==> src/rtl/axi_pack.sv <==
// Shared AXI4 field types and the write-arbiter state encoding.
package axi_pack;

    localparam int LEN_W   = 8;
    localparam int SIZE_W  = 3;
    localparam int BURST_W = 2;
    localparam int RESP_W  = 2;

    typedef logic [LEN_W-1:0]   len_type;
    typedef logic [SIZE_W-1:0]  size_type;
    typedef logic [BURST_W-1:0] burst_type;
    typedef logic [RESP_W-1:0]  resp_type;

    typedef enum logic [1:0] {
        IDLE = 2'd0,
        ADDR = 2'd1,
        DATA = 2'd2,
        RESP = 2'd3
    } wr_arb_state_t;

endpackage

==> src/rtl/axi_rr_pick.sv <==
// Combinational rotating-priority picker: the first requester at or after ptr wins.
module axi_rr_pick #(
    parameter int N = 4
) (
    input  logic [N-1:0]         req,
    input  logic [$clog2(N)-1:0] ptr,
    output logic [$clog2(N)-1:0] winner,
    output logic                 any_req
);

    localparam int IDX_W = $clog2(N);

    int               idx;
    logic [IDX_W-1:0] cand;

    always_comb begin
        winner  = '0;
        any_req = 1'b0;
        idx     = 0;
        cand    = '0;
        for (int i = 0; i < N; i++) begin
            idx = int'(ptr) + i;
            if (idx >= N) idx = idx - N;
            cand = IDX_W'(idx);
            if (!any_req && req[cand]) begin
                any_req = 1'b1;
                winner  = cand;
            end
        end
    end

endmodule

==> src/rtl/axi_wr_arbiter.sv <==
// Round-robin arbiter sharing one AXI4 write path (AW, W, B) among NUM_MASTERS requesters.
// One transaction is routed end-to-end before the next grant; no buffering on any channel.
//
// state | meaning
// IDLE  | no owner; arbitrate among s_awvalid starting at rr_ptr
// ADDR  | owner's AW passed through to the slave
// DATA  | owner's W burst passed through; beat_cnt counts down from awlen
// RESP  | slave B routed to the owner; rr_ptr rotates on handshake
module axi_wr_arbiter
    import axi_pack::*;
#(
    parameter int NUM_MASTERS = 4,
    parameter int ADDR_W      = 32,
    parameter int DATA_W      = 32,
    parameter int ID_W        = 4
) (
    input  logic                                aclk,
    input  logic                                aresetn,
    input  logic [NUM_MASTERS-1:0]              s_awvalid,
    output logic [NUM_MASTERS-1:0]              s_awready,
    input  logic [NUM_MASTERS*ADDR_W-1:0]       s_awaddr,
    input  logic [NUM_MASTERS*ID_W-1:0]         s_awid,
    input  logic [NUM_MASTERS*LEN_W-1:0]        s_awlen,
    input  logic [NUM_MASTERS*SIZE_W-1:0]       s_awsize,
    input  logic [NUM_MASTERS*BURST_W-1:0]      s_awburst,
    input  logic [NUM_MASTERS-1:0]              s_wvalid,
    output logic [NUM_MASTERS-1:0]              s_wready,
    input  logic [NUM_MASTERS*DATA_W-1:0]       s_wdata,
    input  logic [NUM_MASTERS*(DATA_W/8)-1:0]   s_wstrb,
    input  logic [NUM_MASTERS-1:0]              s_wlast,
    output logic [NUM_MASTERS-1:0]              s_bvalid,
    input  logic [NUM_MASTERS-1:0]              s_bready,
    output logic [RESP_W-1:0]                   s_bresp,
    output logic [ID_W-1:0]                     s_bid,
    output logic                                m_awvalid,
    input  logic                                m_awready,
    output logic [ADDR_W-1:0]                   m_awaddr,
    output logic [ID_W-1:0]                     m_awid,
    output logic [LEN_W-1:0]                    m_awlen,
    output logic [SIZE_W-1:0]                   m_awsize,
    output logic [BURST_W-1:0]                  m_awburst,
    output logic                                m_wvalid,
    input  logic                                m_wready,
    output logic [DATA_W-1:0]                   m_wdata,
    output logic [DATA_W/8-1:0]                 m_wstrb,
    output logic                                m_wlast,
    input  logic                                m_bvalid,
    output logic                                m_bready,
    input  logic [RESP_W-1:0]                   m_bresp,
    input  logic [ID_W-1:0]                     m_bid,
    output logic [$clog2(NUM_MASTERS)-1:0]      grant,
    output logic                                busy,
    output logic                                err_wlast
);

    localparam int IDX_W  = $clog2(NUM_MASTERS);
    localparam int STRB_W = DATA_W / 8;

    logic [ADDR_W-1:0]  aw_addr  [NUM_MASTERS];
    logic [ID_W-1:0]    aw_id    [NUM_MASTERS];
    len_type            aw_len   [NUM_MASTERS];
    size_type           aw_size  [NUM_MASTERS];
    burst_type          aw_burst [NUM_MASTERS];
    logic [DATA_W-1:0]  w_data   [NUM_MASTERS];
    logic [STRB_W-1:0]  w_strb   [NUM_MASTERS];

    for (genvar i = 0; i < NUM_MASTERS; i++) begin : g_unpack
        assign aw_addr[i]  = s_awaddr[i*ADDR_W +: ADDR_W];
        assign aw_id[i]    = s_awid[i*ID_W +: ID_W];
        assign aw_len[i]   = s_awlen[i*LEN_W +: LEN_W];
        assign aw_size[i]  = s_awsize[i*SIZE_W +: SIZE_W];
        assign aw_burst[i] = s_awburst[i*BURST_W +: BURST_W];
        assign w_data[i]   = s_wdata[i*DATA_W +: DATA_W];
        assign w_strb[i]   = s_wstrb[i*STRB_W +: STRB_W];
    end

    wr_arb_state_t    state, state_nxt;
    logic [IDX_W-1:0] rr_ptr;
    logic [IDX_W-1:0] winner;
    logic             any_req;
    len_type          beat_cnt;
    logic             last_beat;
    logic             aw_hs, w_hs, b_hs;

    axi_rr_pick #(.N(NUM_MASTERS)) u_pick (
        .req     (s_awvalid),
        .ptr     (rr_ptr),
        .winner  (winner),
        .any_req (any_req)
    );

    // Payload follows the owner unconditionally; only the handshakes are state-gated.
    assign m_awaddr  = aw_addr[grant];
    assign m_awid    = aw_id[grant];
    assign m_awlen   = aw_len[grant];
    assign m_awsize  = aw_size[grant];
    assign m_awburst = aw_burst[grant];
    assign m_wdata   = w_data[grant];
    assign m_wstrb   = w_strb[grant];
    assign s_bresp   = m_bresp;
    assign s_bid     = m_bid;

    assign last_beat = (beat_cnt == '0);
    assign m_wlast   = (state == DATA) && last_beat;
    assign busy      = (state != IDLE);

    always_comb begin
        state_nxt = state;
        s_awready = '0;
        s_wready  = '0;
        s_bvalid  = '0;
        m_awvalid = 1'b0;
        m_wvalid  = 1'b0;
        m_bready  = 1'b0;
        aw_hs     = 1'b0;
        w_hs      = 1'b0;
        b_hs      = 1'b0;
        err_wlast = 1'b0;
        unique case (state)
            IDLE: begin
                if (any_req) state_nxt = ADDR;
            end
            ADDR: begin
                m_awvalid        = s_awvalid[grant];
                s_awready[grant] = m_awready;
                aw_hs            = s_awvalid[grant] && m_awready;
                if (aw_hs) state_nxt = DATA;
            end
            DATA: begin
                m_wvalid        = s_wvalid[grant];
                s_wready[grant] = m_wready;
                w_hs            = s_wvalid[grant] && m_wready;
                if (w_hs) begin
                    // awlen governs the burst; a wrong s_wlast is only reported
                    err_wlast = (s_wlast[grant] != last_beat);
                    if (last_beat) state_nxt = RESP;
                end
            end
            RESP: begin
                s_bvalid[grant] = m_bvalid;
                m_bready        = s_bready[grant];
                b_hs            = m_bvalid && s_bready[grant];
                if (b_hs) state_nxt = IDLE;
            end
            default: state_nxt = IDLE;
        endcase
    end

    always_ff @(posedge aclk or negedge aresetn) begin
        if (!aresetn) begin
            state    <= IDLE;
            grant    <= '0;
            rr_ptr   <= '0;
            beat_cnt <= '0;
        end else begin
            state <= state_nxt;
            if (state == IDLE && any_req) grant <= winner;
            if (aw_hs) beat_cnt <= aw_len[grant];
            else if (w_hs && !last_beat) beat_cnt <= beat_cnt - LEN_W'(1);
            if (b_hs) rr_ptr <= (grant == IDX_W'(NUM_MASTERS - 1)) ? '0 : grant + IDX_W'(1);
        end
    end

endmodule
==> config.mk <==
export PLATFORM = sky130hd
export DESIGN_NAME = axi_wr_arbiter
export DESIGN_NICKNAME = d
export VERILOG_FILES = /design/src/rtl/axi_pack.sv /design/src/rtl/axi_rr_pick.sv /design/src/rtl/axi_wr_arbiter.sv
export SDC_FILE = /design/constraint.sdc
export NUM_CORES = 1
export LEC_CHECK = 0
export BUFFER_PORTS_ARGS = -buffer_cell sky130_fd_sc_hd__buf_4
export CAP_MARGIN = 20
export CORE_AREA = 2 2 183 185
export CTS_CLUSTER_DIAMETER = 40
export DETAILED_ROUTE_END_ITERATION = 7
export DIE_AREA = 0 0 185 187
export PLACE_DENSITY = 0.44
export SYNTH_ARGS = -nofsm -noshare
export SYNTH_HDL_FRONTEND = slang
export SYNTH_SLANG_ARGS = --single-unit
==> constraint.sdc <==
create_clock -name aclk -period 2.75 [get_ports aclk]
set_clock_uncertainty 0.15 [all_clocks]
set_input_delay 0.55 -clock aclk [delete_from_list [all_inputs] [get_ports aclk]]
set_output_delay 0.55 -clock aclk [all_outputs]
set_load 0.02 [all_outputs]
==> impl_metrics.yaml <==
layout:
  filler_cell_count: 3620
  fraction_of_layout_instances_using_a_drive_strength_above_1_pct: 83.3
  layout.area.seq_um2: 358
  number_of_nets_at_the_end_of_the_flow: 1074
  area_occupied_by_multi_input_gates_um2: 2730
  num_antenna_cells: 0
  area_delta_synth_final_pct: 127
route:
  drt_pass1_iterations: 4
  routed-via-count: 4327
  drcViolationCount: 0
  wl_mm: 21.4
  vias_cell: 3.78
  drt.antenna.violating_nets: 0
  drt_first_iter_violations: 121
  routedWlPerCell_um: 18.7
sta:
  min_period_ns: 2.66
  max_clock_freq_ghz: 0.376
  slew-limit-headroom_pct: 61.0
  setup_violating_endpoint_count_in_the_final_report: 0
  post_route_fraction_of_the_period_consumed_by_the_critical_path_pct: 96.6
  timing.final.max_slew_violations: 0
  grt_setup_unrepaired: "no"
  fin_worst_hold_slack_ns: -0.00541
  finalHoldViolations: 6
  tightest_slew_ns: 0.580
  finalSetupTns_ns: 0
cts:
  clk_root_buffer_cell: "clkbuf_16"
  setup_bufs_post_cts: 0
  h-tree-depth: 1
  tritoncts: "yes"
  number_of_buffers_on_the_longest_clock_path: 2
  cts_made_buffers: 3
  postCtsResizedCells: 0
  clk_pin_slew_ns: 0.05
  post_cts_hold_buffer_count: 0
  clock_sink_count: 14
  clk-insertion-delay-late_ns: 0.25
worst_setup_path:
  start_of_the_worst_register_to_register_path: "beat_cnt[0]"
  worstReg2RegEnd: "state[1]"
  critical-path-slowest-cell: "mux4_2"
  timing.critical_path.to_type: "output pin"
  critPathMostFrequentCell: "buf_12"
  worst_reg2reg_setup_slack_ns: 0.46
  timing.critical_path.arrival_ns: 1.96
  crit_required_ns: 2.05
  r2r.worst_path.cells: 7
  crit_chain: "buf_12, buf_12, mux4_2, buf_4"
  path_class: "flip-flop to output pin"
  worst-path-max-fanout: 24
  wp_buf_inv: 3
  crit_path_max_incr_delay_ns: 0.60
  critPathLaunchType: "flip-flop"
  worst_path_dominant_cell_family: "buffers and inverters"
synthesis:
  syn_area_um2: 3260
  synth_fp_nets: 621
  post-synth-top-area-cell: "mux4_2"
  ys_top_cells_by_area: "mux4_2 (60%), dfrtp_1 (11%), ha_1 (3.8%)"
  ys_dominant_reg_cell: "dfrtp_1"
  yosys-top-cells-count: "mux4_2 (87), dfrtp_1 (14), and3_1 (13), nor2_1 (13), buf_2 (11)"
  ys_types: 32
  synth_async_sr_flop_share_pct: 100
  synth_seq_area_share_pct: 10.7
  synthesis.instances: 244
  synth.ff_latch_count: 14
  yosysTopAreaCellShare_pct: 60.1
  synth.most_common_cell: "mux4_2"
  number_of_enable_flip_flop_cells_after_synthesis: 0
  synth_warnings: 0
  avgSynthCellArea_um2: 13.4
floorplanning:
  boundaryPins: 478
  die-area_um2: 34600
  floorplan.initialDensity_pct: 9.93
  die_y_um: 187
  placeableCoreArea_um2: 32900
  die_w_um: 185
  std_cell_rows: 67
run_status:
  run_status: "complete, but fails checks"
  failing_checks: "hold timing"
global_routing:
  grt_antenna_before_repair: 0
  grt.overflow.total: 0
  grt_pass1_vias: 4652
  global_route_wire_length_before_repair_mm: 30.0
  pin_count_of_the_biggest_net_entering_global_routing: 46
  grt.total_usage_pct: 11.6
placed_design:
  place.detailed.hpwl_mm: 19.1
  gpl.final_weighted_congestion: 0.866
  io_buffers: 465
min_path:
  hold_class: "input pin to async pin"
job:
  cap_violations: 0
pwr:
  post-layout-total-power_uw: 5840
  leakage_uw: 0.00339
  power_density_nw_per_um2: 788
  irDropWorstVdd_mv: 0.301
## flip-flops by register name, summed over array words and instances (netlist names)
register / cells
beat_cnt: 8
grant: 2
rr_ptr: 2
state: 2
## cell families (layout without fill, tap and decap cells)
group	Yosys count	count (layout)	share of synthesized area [%]
and+or+nand+nor	57	57	9.74
xor gates and xnor gates	8	8	2.15
DFF	14	14	10.7
buffers and inverters	37	489	5.60
muxes	97	97	63.3
adders and majority gates	10	10	3.84
AOI/OAI and AO/OA	21	21	4.60
## where the power goes
part           internal [uW]  switching [uW]
combinational           2590            2480
sequential               321             138
clock                    221            92.5
total                   3130            2710
## layout by cell type (no fill, tap or decap), types with 2 or more instances in the layout
master / n
ha_1: 10
and3_1: 13
buf_12: 5
a21oi_1: 10
nor3_1: 2
mux2i_1: 5
dfrtp_1: 12
o21ai_0: 6
mux4_2: 87
and2_1: 4
nand3b_1: 2
clkbuf_16: 3
inv_1: 8
xnor2_1: 8
buf_4: 472
nand2_1: 7
mux2_2: 4
nand2b_1: 4
nor4_1: 4
nor2_1: 13
dfrtp_4: 2
nand3_1: 4
## through the flow
step           hold WS (ns)  instances  util, %  cell area, um^2  setup WS, ns
2_1_floorplan         0.104        244        -             3260        0.0732
3_3_place_gp          0.269       1140     22.3             7320         0.350
3_5_place_dp          0.267       1140     22.3             7320         0.346
4_1_cts             0.00410       1144     22.5             7410        0.0763
5_1_grt             0.00894       1144     22.5             7410        0.0167
6_report           -0.00541       1144     22.5             7410        0.0924
## layer usage
metal | wire length (um) | part of all wire [%] | GRT usage, % | vias to the layer above
met1 | 8650 | 40 | 14.7 | 2162
met4 | 175 | 0.82 | 1.04 | 0
met5 | 0 | 0 | 0 | -
met2 | 10900 | 51 | 20.4 | 208
met3 | 1640 | 7.7 | 2.84 | 15
li1 | - | - | - | 1942
## worst max path at each step
stage	start	end	slack (ns)	depth (start not counted)
6_report	grant[0]	m_wdata[10]	0.09	4
4_1_cts	grant[0]	m_wdata[10]	0.08	4
5_1_grt	grant[0]	m_wdata[10]	0.02	4
3_3_place_gp	grant[0]	m_wdata[10]	0.35	4
3_5_place_dp	grant[0]	m_wdata[10]	0.35	4
2_1_floorplan	grant[0]	m_awaddr[0]	0.07	5
## area by class of cell
class | instances | share of cell area [%]
clock buffers | 4 | 1.20
inverters | 8 | 0.405
multi-input cells | 193 | 36.8
flip-flops and latches | 14 | 4.83
well taps | 448 | 7.57
repair buffers | 477 | 49.2
Note: power is estimated with default switching activity, not from simulation.
